===== src/rtl/baud_pkg.sv =====
// Shared types and elaboration-time helpers for the fractional baud NCO.
package baud_pkg;

  typedef enum logic [1:0] {
    OSR_16 = 2'd0,
    OSR_8  = 2'd1,
    OSR_4  = 2'd2,
    OSR_2  = 2'd3
  } osr_e;

  localparam int OS_CNT_W = 4;

  function automatic int unsigned osr_of(osr_e r);
    case (r)
      OSR_16:  return 16;
      OSR_8:   return 8;
      OSR_4:   return 4;
      default: return 2;
    endcase
  endfunction

  // floor(2^acc_w * osr * baud / freq); real has enough mantissa for acc_w <= 48.
  function automatic logic [63:0] calc_inc(int unsigned freq, int unsigned baud,
                                           int unsigned osr, int unsigned acc_w);
    real step;
    step = (2.0 ** acc_w) * real'(osr) * real'(baud) / real'(freq);
    return longint'($floor(step));
  endfunction

endpackage


===== src/rtl/nco_accum.sv =====
// Phase accumulator for the baud NCO: ACC_W-bit accumulator, registered carry
// tick, synchronous clear. The remainder is kept on overflow so no phase is lost.
module nco_accum
#(
  parameter int ACC_W = 32
) (
  input  logic             clk_i,
  input  logic             rst_ni,
  input  logic             en_i,
  input  logic             clr_i,
  input  logic [ACC_W-1:0] inc_i,
  output logic             carry_o,
  output logic             tick_o
);

  logic [ACC_W-1:0] acc_q, acc_d;
  logic             tick_q, tick_d;
  logic [ACC_W:0]   sum;

  // NOTE: every always_comb output gets a default first so no latch is inferred.
  always_comb begin
    sum    = {1'b0, acc_q} + {1'b0, inc_i};
    acc_d  = acc_q;
    tick_d = 1'b0;
    if (clr_i) begin
      acc_d = '0;
    end else if (en_i) begin
      {tick_d, acc_d} = sum;
    end
  end

  // Combinational carry of this cycle's add; the top uses it for os_cnt and config.
  assign carry_o = tick_d;
  assign tick_o  = tick_q;

  // NOTE: sequential state uses non-blocking assignments only.
  always_ff @(posedge clk_i or negedge rst_ni) begin
    if (!rst_ni) begin
      acc_q  <= '0;
      tick_q <= 1'b0;
    end else begin
      acc_q  <= acc_d;
      tick_q <= tick_d;
    end
  end

endmodule


===== src/rtl/baud_nco_gen.sv =====
// Runtime-reconfigurable fractional baud tick generator: NCO accumulator plus
// oversample counter, bit tick, start-bit resync and bit-boundary config switch.
module baud_nco_gen
  import baud_pkg::*;
#(
  parameter int FREQ     = 100000000,
  parameter int BAUDRATE = 921600,
  parameter int ACC_W    = 32
) (
  input  logic             clk_i,
  input  logic             rst_ni,
  input  logic             en_i,
  input  logic [1:0]       rate_i,
  input  logic             inc_sel_i,
  input  logic             inc_wr_i,
  input  logic [ACC_W-1:0] inc_i,
  input  logic             sync_i,
  output logic             os_tick_o,
  output logic             bit_tick_o,
  output logic [3:0]       os_cnt_o,
  output logic             cfg_ack_o
);

  typedef logic [ACC_W-1:0]    inc_t;
  typedef logic [OS_CNT_W-1:0] os_cnt_t;

  localparam logic [63:0] RAW_X16 = calc_inc(FREQ, BAUDRATE, osr_of(OSR_16), ACC_W);
  localparam logic [63:0] RAW_X8  = calc_inc(FREQ, BAUDRATE, osr_of(OSR_8),  ACC_W);
  localparam logic [63:0] RAW_X4  = calc_inc(FREQ, BAUDRATE, osr_of(OSR_4),  ACC_W);
  localparam logic [63:0] RAW_X2  = calc_inc(FREQ, BAUDRATE, osr_of(OSR_2),  ACC_W);

  localparam inc_t TBL_X16 = inc_t'(RAW_X16);
  localparam inc_t TBL_X8  = inc_t'(RAW_X8);
  localparam inc_t TBL_X4  = inc_t'(RAW_X4);
  localparam inc_t TBL_X2  = inc_t'(RAW_X2);

  if (ACC_W < 8 || ACC_W > 48) begin : g_chk_acc_w
    $error("baud_nco_gen: ACC_W=%0d outside 8..48", ACC_W);
  end
  if (16 * BAUDRATE >= FREQ) begin : g_chk_ratio
    $error("baud_nco_gen: 16*BAUDRATE must be below FREQ");
  end
  if (RAW_X16 == 64'd0 || RAW_X8 == 64'd0 || RAW_X4 == 64'd0 || RAW_X2 == 64'd0)
  begin : g_chk_table
    $error("baud_nco_gen: increment table has a zero entry, widen ACC_W");
  end

  function automatic inc_t table_inc(osr_e r);
    case (r)
      OSR_16:  return TBL_X16;
      OSR_8:   return TBL_X8;
      OSR_4:   return TBL_X4;
      default: return TBL_X2;
    endcase
  endfunction

  // Active configuration and the staged copy waiting for a bit boundary.
  osr_e    act_rate_q, act_rate_d;
  logic    act_sel_q,  act_sel_d;
  inc_t    shadow_q,   shadow_d;
  inc_t    stage_q,    stage_d;
  logic    pend_q,     pend_d;
  logic    ack_q,      ack_d;
  logic    bit_tick_q, bit_tick_d;
  os_cnt_t os_cnt_q,   os_cnt_d;

  osr_e    rate_req;
  inc_t    inc_a;
  os_cnt_t osr_last;
  os_cnt_t osr_half;
  logic    carry;
  logic    sync_hit;
  logic    bit_carry;
  logic    new_req;
  logic    apply;
  logic    acc_clr;

  assign rate_req = osr_e'(rate_i);
  assign osr_last = os_cnt_t'(osr_of(act_rate_q) - 1);
  assign osr_half = os_cnt_t'(osr_of(act_rate_q) >> 1);
  assign inc_a    = act_sel_q ? shadow_q : table_inc(act_rate_q);

  // Resync and disable both restart the phase from zero.
  assign sync_hit = en_i & sync_i;
  assign acc_clr  = ~en_i | sync_i;

  nco_accum #(
    .ACC_W (ACC_W)
  ) u_accum (
    .clk_i   (clk_i),
    .rst_ni  (rst_ni),
    .en_i    (en_i),
    .clr_i   (acc_clr),
    .inc_i   (inc_a),
    .carry_o (carry),
    .tick_o  (os_tick_o)
  );

  assign bit_carry = carry & (os_cnt_q == osr_last);
  assign new_req   = (rate_req != act_rate_q) | (inc_sel_i != act_sel_q) | inc_wr_i;

  // A change is folded in on the cycle it is seen, so an idle generator acks next cycle.
  assign apply = (pend_q | new_req) & ~sync_hit & (~en_i | bit_carry);

  always_comb begin
    stage_d    = inc_wr_i ? inc_i : stage_q;
    pend_d     = (pend_q | new_req) & ~apply;
    act_rate_d = act_rate_q;
    act_sel_d  = act_sel_q;
    shadow_d   = shadow_q;
    ack_d      = apply;
    bit_tick_d = bit_carry;
    os_cnt_d   = os_cnt_q;

    if (apply) begin
      act_rate_d = rate_req;
      act_sel_d  = inc_sel_i;
      shadow_d   = stage_d;
    end

    if (!en_i) begin
      os_cnt_d = '0;
    end else if (sync_hit) begin
      os_cnt_d = osr_half;
    end else if (apply && (rate_req != act_rate_q)) begin
      os_cnt_d = '0;
    end else if (carry) begin
      os_cnt_d = bit_carry ? os_cnt_t'(0) : os_cnt_q + os_cnt_t'(1);
    end
  end

  // Staging starts equal to the shadow so a rate-only change reloads the same value.
  always_ff @(posedge clk_i or negedge rst_ni) begin
    if (!rst_ni) begin
      act_rate_q <= OSR_16;
      act_sel_q  <= 1'b0;
      shadow_q   <= TBL_X16;
      stage_q    <= TBL_X16;
      pend_q     <= 1'b0;
      ack_q      <= 1'b0;
      bit_tick_q <= 1'b0;
      os_cnt_q   <= '0;
    end else begin
      act_rate_q <= act_rate_d;
      act_sel_q  <= act_sel_d;
      shadow_q   <= shadow_d;
      stage_q    <= stage_d;
      pend_q     <= pend_d;
      ack_q      <= ack_d;
      bit_tick_q <= bit_tick_d;
      os_cnt_q   <= os_cnt_d;
    end
  end

  assign bit_tick_o = bit_tick_q;
  assign os_cnt_o   = os_cnt_q;
  assign cfg_ack_o  = ack_q;

endmodule


===== config.mk =====
export PLATFORM = sky130hd
export DESIGN_NAME = baud_nco_gen
export DESIGN_NICKNAME = d
export VERILOG_FILES = /design/src/rtl/baud_pkg.sv /design/src/rtl/nco_accum.sv /design/src/rtl/baud_nco_gen.sv
export SDC_FILE = /design/constraint.sdc
export NUM_CORES = 1
export LEC_CHECK = 0
export ABC_AREA = 0
export CORE_ASPECT_RATIO = 0.9
export CORE_MARGIN = 2
export CORE_UTILIZATION = 45
export DETAILED_ROUTE_END_ITERATION = 16
export HOLD_SLACK_MARGIN = 0.05
export PLACE_DENSITY = 0.74
export SKIP_CTS_REPAIR_TIMING = 1
export SLEW_MARGIN = 15
export SYNTH_ARGS = -nofsm -noshare
export SYNTH_HDL_FRONTEND = slang
export SYNTH_SLANG_ARGS = --single-unit

===== constraint.sdc =====
create_clock -name clk_i -period 3.8 [get_ports clk_i]
set_clock_uncertainty 0.2 [all_clocks]
set_input_delay 0.38 -clock clk_i [delete_from_list [all_inputs] [get_ports clk_i]]
set_output_delay 0.38 -clock clk_i [all_outputs]
set_load 0.01 [all_outputs]

# After elaboration in Yosys (flattened, before gate mapping)
# Cells that the tools add are included.
word_totals:
  wordCells: 48
  in_bits: 40
  register_bits: 107
op_classes:
  reduce_logical: 3
  mux: 13
  bitwise: 13
  n_addsub: 3
  n_eq_ne: 6
ops:
  columns: ["cell", "count"]
  rows:
  - ["2-to-1 mux 32 bit", 4]
  - ["case mux 30 bit (3 select lines)", 1]
  - ["adder 32 x 32 -> 33 bit", 1]
  - ["2-to-1 mux 4 bit", 5]
  - ["case mux 5 bit (3 select lines)", 1]
  - ["AND 1 bit", 5]
  - ["OR 1 bit", 5]
  - ["adder 4 x 1 -> 4 bit (second input constant)", 1]
  - ["== test 4 bit", 1]
  - ["!= test 4 x 1 -> 1 bit (second input constant)", 1]
  - ["subtractor 4 x 1 -> 4 bit (second input constant)", 1]
  - ["inverter 1 bit", 3]
  - ["== test 2 x 1 -> 1 bit (second input constant)", 1]
  - ["== test 2 bit (second input constant)", 1]
  - ["zero test 2 bit", 1]
  - ["2-to-1 mux 1 bit", 2]
  - ["!= test 2 bit", 1]
  - ["nonzero test 2 bit", 1]
  - ["logical AND 1 bit", 1]
  - ["!= test 1 bit", 1]

# Logic depth before layout (Yosys ltp)
logic_depth:
  word_depth: 13
  depth_mapped: 15

# Cells and area by module
# From an unflattened synthesis, not the netlist that was laid out.
unflattened:
  hier_cells: 878
  area_unflattened_um2: 7811.2
modules_own_cells:
  columns: ["module", "cells_each", "area_per_inst_um2", "instances"]
  rows:
  - ["baud_nco_gen", 517, 4705.8, 1]
  - ["nco_accum", 361, 3105.5, 1]

# Least setup slack after synthesis
# Ideal clock, no wire load.
synth_path:
  path_kind: "reg2reg"
  startpoint: "reg act_rate_q[0]"
  endpoint: "reg act_rate_q[0]"
  path_stages_with_launch: 15
  arrival_time_ns: 3.314
  path_slack_ns: 0.161
  path_cell_list: "dfrtp_1 -> inv_1 -> ha_1 -> o21ai_0 -> ha_1 -> fa_1 -> a211oi_1 -> o211ai_1 -> a21oi_1 -> nor3_1 -> or3b_4 -> nand2_2 -> a31oi_4 -> buf_6 -> mux2_4"
synth_via:
  elab_chain_len: 9
  word_cells_on_any_way: 19
  cone_classes: "2 x add/sub; 4 x eq/ne; 5 x mux; 7 x bitwise; 1 x reduce/logical"
synth_rtl:
  columns: ["element", "line_no", "text"]
  rows:
  - ["start, declared", "baud_nco_gen.sv:58", "osr_e act_rate_q, act_rate_d;"]
  - ["start signal, assigned", "baud_nco_gen.sv:144", "act_rate_q <= act_rate_d;"]
  - ["== test 2 bit, or another cell as far along", "baud_pkg.sv:14, baud_nco_gen.sv:49", null]
  - ["case mux 30 bit (3 select lines)", "baud_nco_gen.sv:49", "case (r)"]
  - ["2-to-1 mux 32 bit", "baud_nco_gen.sv:81", "assign inc_a = act_sel_q ? shadow_q : table_inc(act_rate_q);"]
  - ["adder 32 x 32 -> 33 bit", "nco_accum.sv:22", "sum = {1'b0, acc_q} + {1'b0, inc_i};"]
  - ["2-to-1 mux 1 bit", "nco_accum.sv:27", "end else if (en_i) begin"]
  - ["2-to-1 mux 1 bit", "nco_accum.sv:25", "if (clr_i) begin"]
  - ["AND 1 bit", "baud_nco_gen.sv:99", "assign bit_carry = carry & (os_cnt_q == osr_last);"]
  - ["OR 1 bit", "baud_nco_gen.sv:103", "assign apply = (pend_q | new_req) & ~sync_hit & (~en_i | bit_carry);"]
  - ["AND 1 bit *", "baud_nco_gen.sv:103", null]
# Mark *: on every way between the ends. The rest lies on a longest branch, timed or not.
# A chain may end at the register's enable or synchronous reset.

# Worst setup path in the final report
layout_path:
  startpoint: "reg act_rate_q[0]"
  endpoint: "reg act_rate_q[1]"
# Same word-level chain as after synthesis.

==> run_results.csv <==
group,metric,value,unit
floorplanning,die_x,128.5,µm
detailed_routing,drc,0,
hold_path,min-delay-start,"stage_q[28]",
logic_synthesis,postSynthAreaPerCell,10.81,µm²
critical_path,crit_required,3.85,ns
final_layout,fin_cells,836,
logic_synthesis,syn_inst,581,
floorplanning,num_rows,40,
timing,rsz0062_at_grt,"yes",
timing,setup-violations-final,0,
critical_path,worstPathMaxFanout,8,
power_and_ir_drop,pwr-share-seq,28.4,%
global_route,grt-ovfl-total,0,
global_route,grt_max_degree,88,
logic_synthesis,syn_area,0.006279,mm²
global_route,antenna_found_initial,0,
power_and_ir_drop,p_leak,3.451,nW
global_route,grt_pass1_wl,23.81,mm
logic_synthesis,synth_flop_cell,"dfrtp_1",
logic_synthesis,ys_ff_latch,107,
cts,cts_buffer_depth,2,
detailed_routing,via_count,4713,
final_layout,fillCellCount,1078,
detailed_routing,route.detailed.wl_per_inst,18.25,µm
floorplanning,die_h,116.1,µm
final_layout,final_util,56.95,%
timing,max_freq,0.2679,GHz
timing,period_needed,3.733,ns
final_layout,multi_input_area,0.003453,mm²
critical_path,crit_start,"act_rate_q[0]",
flow_run,drv_cap,0,
placed_design,portBuffers,46,
logic_synthesis,synth_seq_area_share,43.36,%
power_and_ir_drop,switchingPower,2.331,mW
critical_path,rr_startpoint,"act_rate_q[0]",
status,status,"finished, final reports clean",
power_and_ir_drop,power_frac_clock,16.9,%
detailed_routing,drtAntennaViolNets,0,
power_and_ir_drop,p_sw_share,40.70,%
final_layout,ff_latch_area,0.002724,mm²
final_layout,final_nets,745,
power_and_ir_drop,pwr_density_cell,744.3,mW/mm²
logic_synthesis,syn_nets,663,
floorplanning,start_util,46.46,%
timing,fin_crit_sh,98.24,%
final_layout,antennaDiodeCount,0,
timing,slew_violations,0,
placed_design,place_area,0.007053,mm²
logic_synthesis,synth_cell_types,59,
detailed_routing,totalWireLength,15.25,mm
hold_path,hold-path-cell-count,1,
power_and_ir_drop,total_power,5.728,mW
cts,clkLatencyLatePin,0.36,ns
cts,cts_tree,"done",
power_and_ir_drop,worst_ir_drop_vdd,0.2885,mV
timing,hold_viol_final,0,
final_layout,area_delta_synth_final,22.58,%
critical_path,critical_path.endpoint_type,"register",
cts,cts.sinks,107,
timing,slew_headroom,41.36,%
critical_path,start_kind,"register",
cts,clk_pin_slew_worst_paths,0.08,ns
cts,clockRootBuffer,"clkbuf_16",
cts,htreeDepth,3,
global_route,grt_pass1_vias,4688,
detailed_routing,via_per_inst,5.638,
timing,worstMarginPinSlew,0.8763,ns
placed_design,dp_cells,804,
final_layout,drive_gt1_share,31.89,%
logic_synthesis,postSynth.asyncResetShare,100.0,%
detailed_routing,drtIter0Drc,333,
placed_design,gp_congestion,0.8682,
critical_path,reg2regPathDepth,16,
logic_synthesis,yosys_warnings,0,
global_route,grt_usage,20.54,%
critical_path,arrival,3.79,ns
power_and_ir_drop,p_int,3.397,mW
power_and_ir_drop,p_comb_share,54.7,%
final_layout,final_cell_mix,"dfrtp_1, nand2_1, clkdlybuf4s50_1",
floorplanning,fp.coreArea,0.01351,mm²
hold_path,hold_path_class,"register to register",
logic_synthesis,synth-edff-count,0,
cts,cts_made_buffers,9,
placed_design,place_hpwl,10.80,mm
final_layout,layout_commonest_cell,"dfrtp_1",
critical_path,path_class,"register to register",
floorplanning,dieArea,0.01491,mm²
detailed_routing,drt_first_pass_iters,7,
floorplanning,pin_count,47,
final_layout,finish.instance_area,0.007696,mm²
-- metal layers --
layer	GRT usage (%)	up-vias	routed length (µm)
met5	0	-	0
met4	6.739	0	259
met3	3.047	25	550
met2	33.69	103	7313
met1	28.20	2348	7130
li1	-	2237	-
-- cells in the mapped netlist (8+ instances only) --
| cell | instances | area, µm² |
|---|---|---|
| xnor2_1 | 15 | 131.4 |
| nand2_1 | 58 | 217.7 |
| ha_1 | 41 | 513.0 |
| mux2_2 | 40 | 450.4 |
| and2_1 | 8 | 50.05 |
| nand2b_1 | 11 | 68.82 |
| nand3_1 | 17 | 85.08 |
| o21ai_0 | 23 | 115.1 |
| mux2_4 | 28 | 420.4 |
| nor3_1 | 12 | 60.06 |
| dfrtp_1 | 71 | 1777 |
| clkbuf_1 | 10 | 37.54 |
| xor2_1 | 14 | 122.6 |
| a21oi_1 | 39 | 195.2 |
| o211ai_1 | 8 | 60.06 |
| dfstp_2 | 36 | 945.9 |
| nor2_1 | 40 | 150.1 |
| inv_1 | 12 | 45.04 |
| a21o_1 | 16 | 120.1 |
-- state kept, by name, indices dropped and copies added, names as in the netlist, 2 cells and up --
signal         cells
u_accum.acc_q     32
os_cnt_o           4
shadow_q          32
act_rate_q         2
stage_q           32
-- metrics by stage --
stage,worst slack (ns),TNS (ns),hold WS [ns]
2_1_floorplan,0.1605,0,-0.1156
5_1_grt,-0.1171,-2.710,0.3223
4_1_cts,-0.1873,-2.993,0.07237
6_report,0.06698,0,0.3041
3_3_place_gp,-0.04495,-0.6651,0.2839
3_5_place_dp,-0.1349,-1.073,0.2897
-- logic make-up after synthesis --
family                   after synthesis  share of synthesized area (%)
AO/OA/AOI/OAI                        128                          13.65
AND/OR/NAND/NOR                      165                          12.14
XOR/XNOR                              29                          4.046
multiplexers                          72                          14.51
flip-flops                           107                          43.36
buffers and inverters                 38                          3.806
adder cells (fa/ha/maj)               42                          8.489
-- worst max-delay path, cell delays in order, from the launching register on --
cell,delay [ns]
dfrtp_1,0.41
buf_4,0.15
ha_1,0.24
buf_4,0.17
o21ai_2,0.18
ha_1,0.29
buf_4,0.17
nand2_1,0.08
a21oi_1,0.07
o22ai_1,0.30
nor3_2,0.08
or3b_4,0.45
nand2_2,0.10
a31oi_4,0.11
buf_6,0.17
buf_12,0.14
mux2_4,0.30
-- path summary, 6_finish.rpt --
path                                      end  slack, ns
worst min register to register    stage_q[28]       0.30
min in group asynchronous        shadow_q[25]       0.45
worst max register to register  act_rate_q[1]       0.07
worst min-delay path              stage_q[28]       0.30
worst max-delay path            act_rate_q[1]       0.07
max in group asynchronous         stage_q[15]       2.16
-- final cells by class --
type | instances | area share [%]
Clock buffer | 10 | 3.252
Tap cell | 168 | 2.731
Sequential cell | 107 | 35.39
Timing Repair Buffer | 97 | 12.37
Multi-Input combinational cell | 436 | 44.87
Inverter | 12 | 0.5853
Clock inverter | 6 | 0.7966
-- power groups by stage --
stage	Combinational, mW	Clock [mW]	Sequential, mW
final	3.13	0.970	1.63
after global routing	3.44	1.03	1.66
after CTS	2.88	0.992	1.62
after detailed placement	2.86	0	1.63
after global placement	2.79	0	1.63
after floorplan	2.10	0	1.58
(Power assumes the default switching activity.)
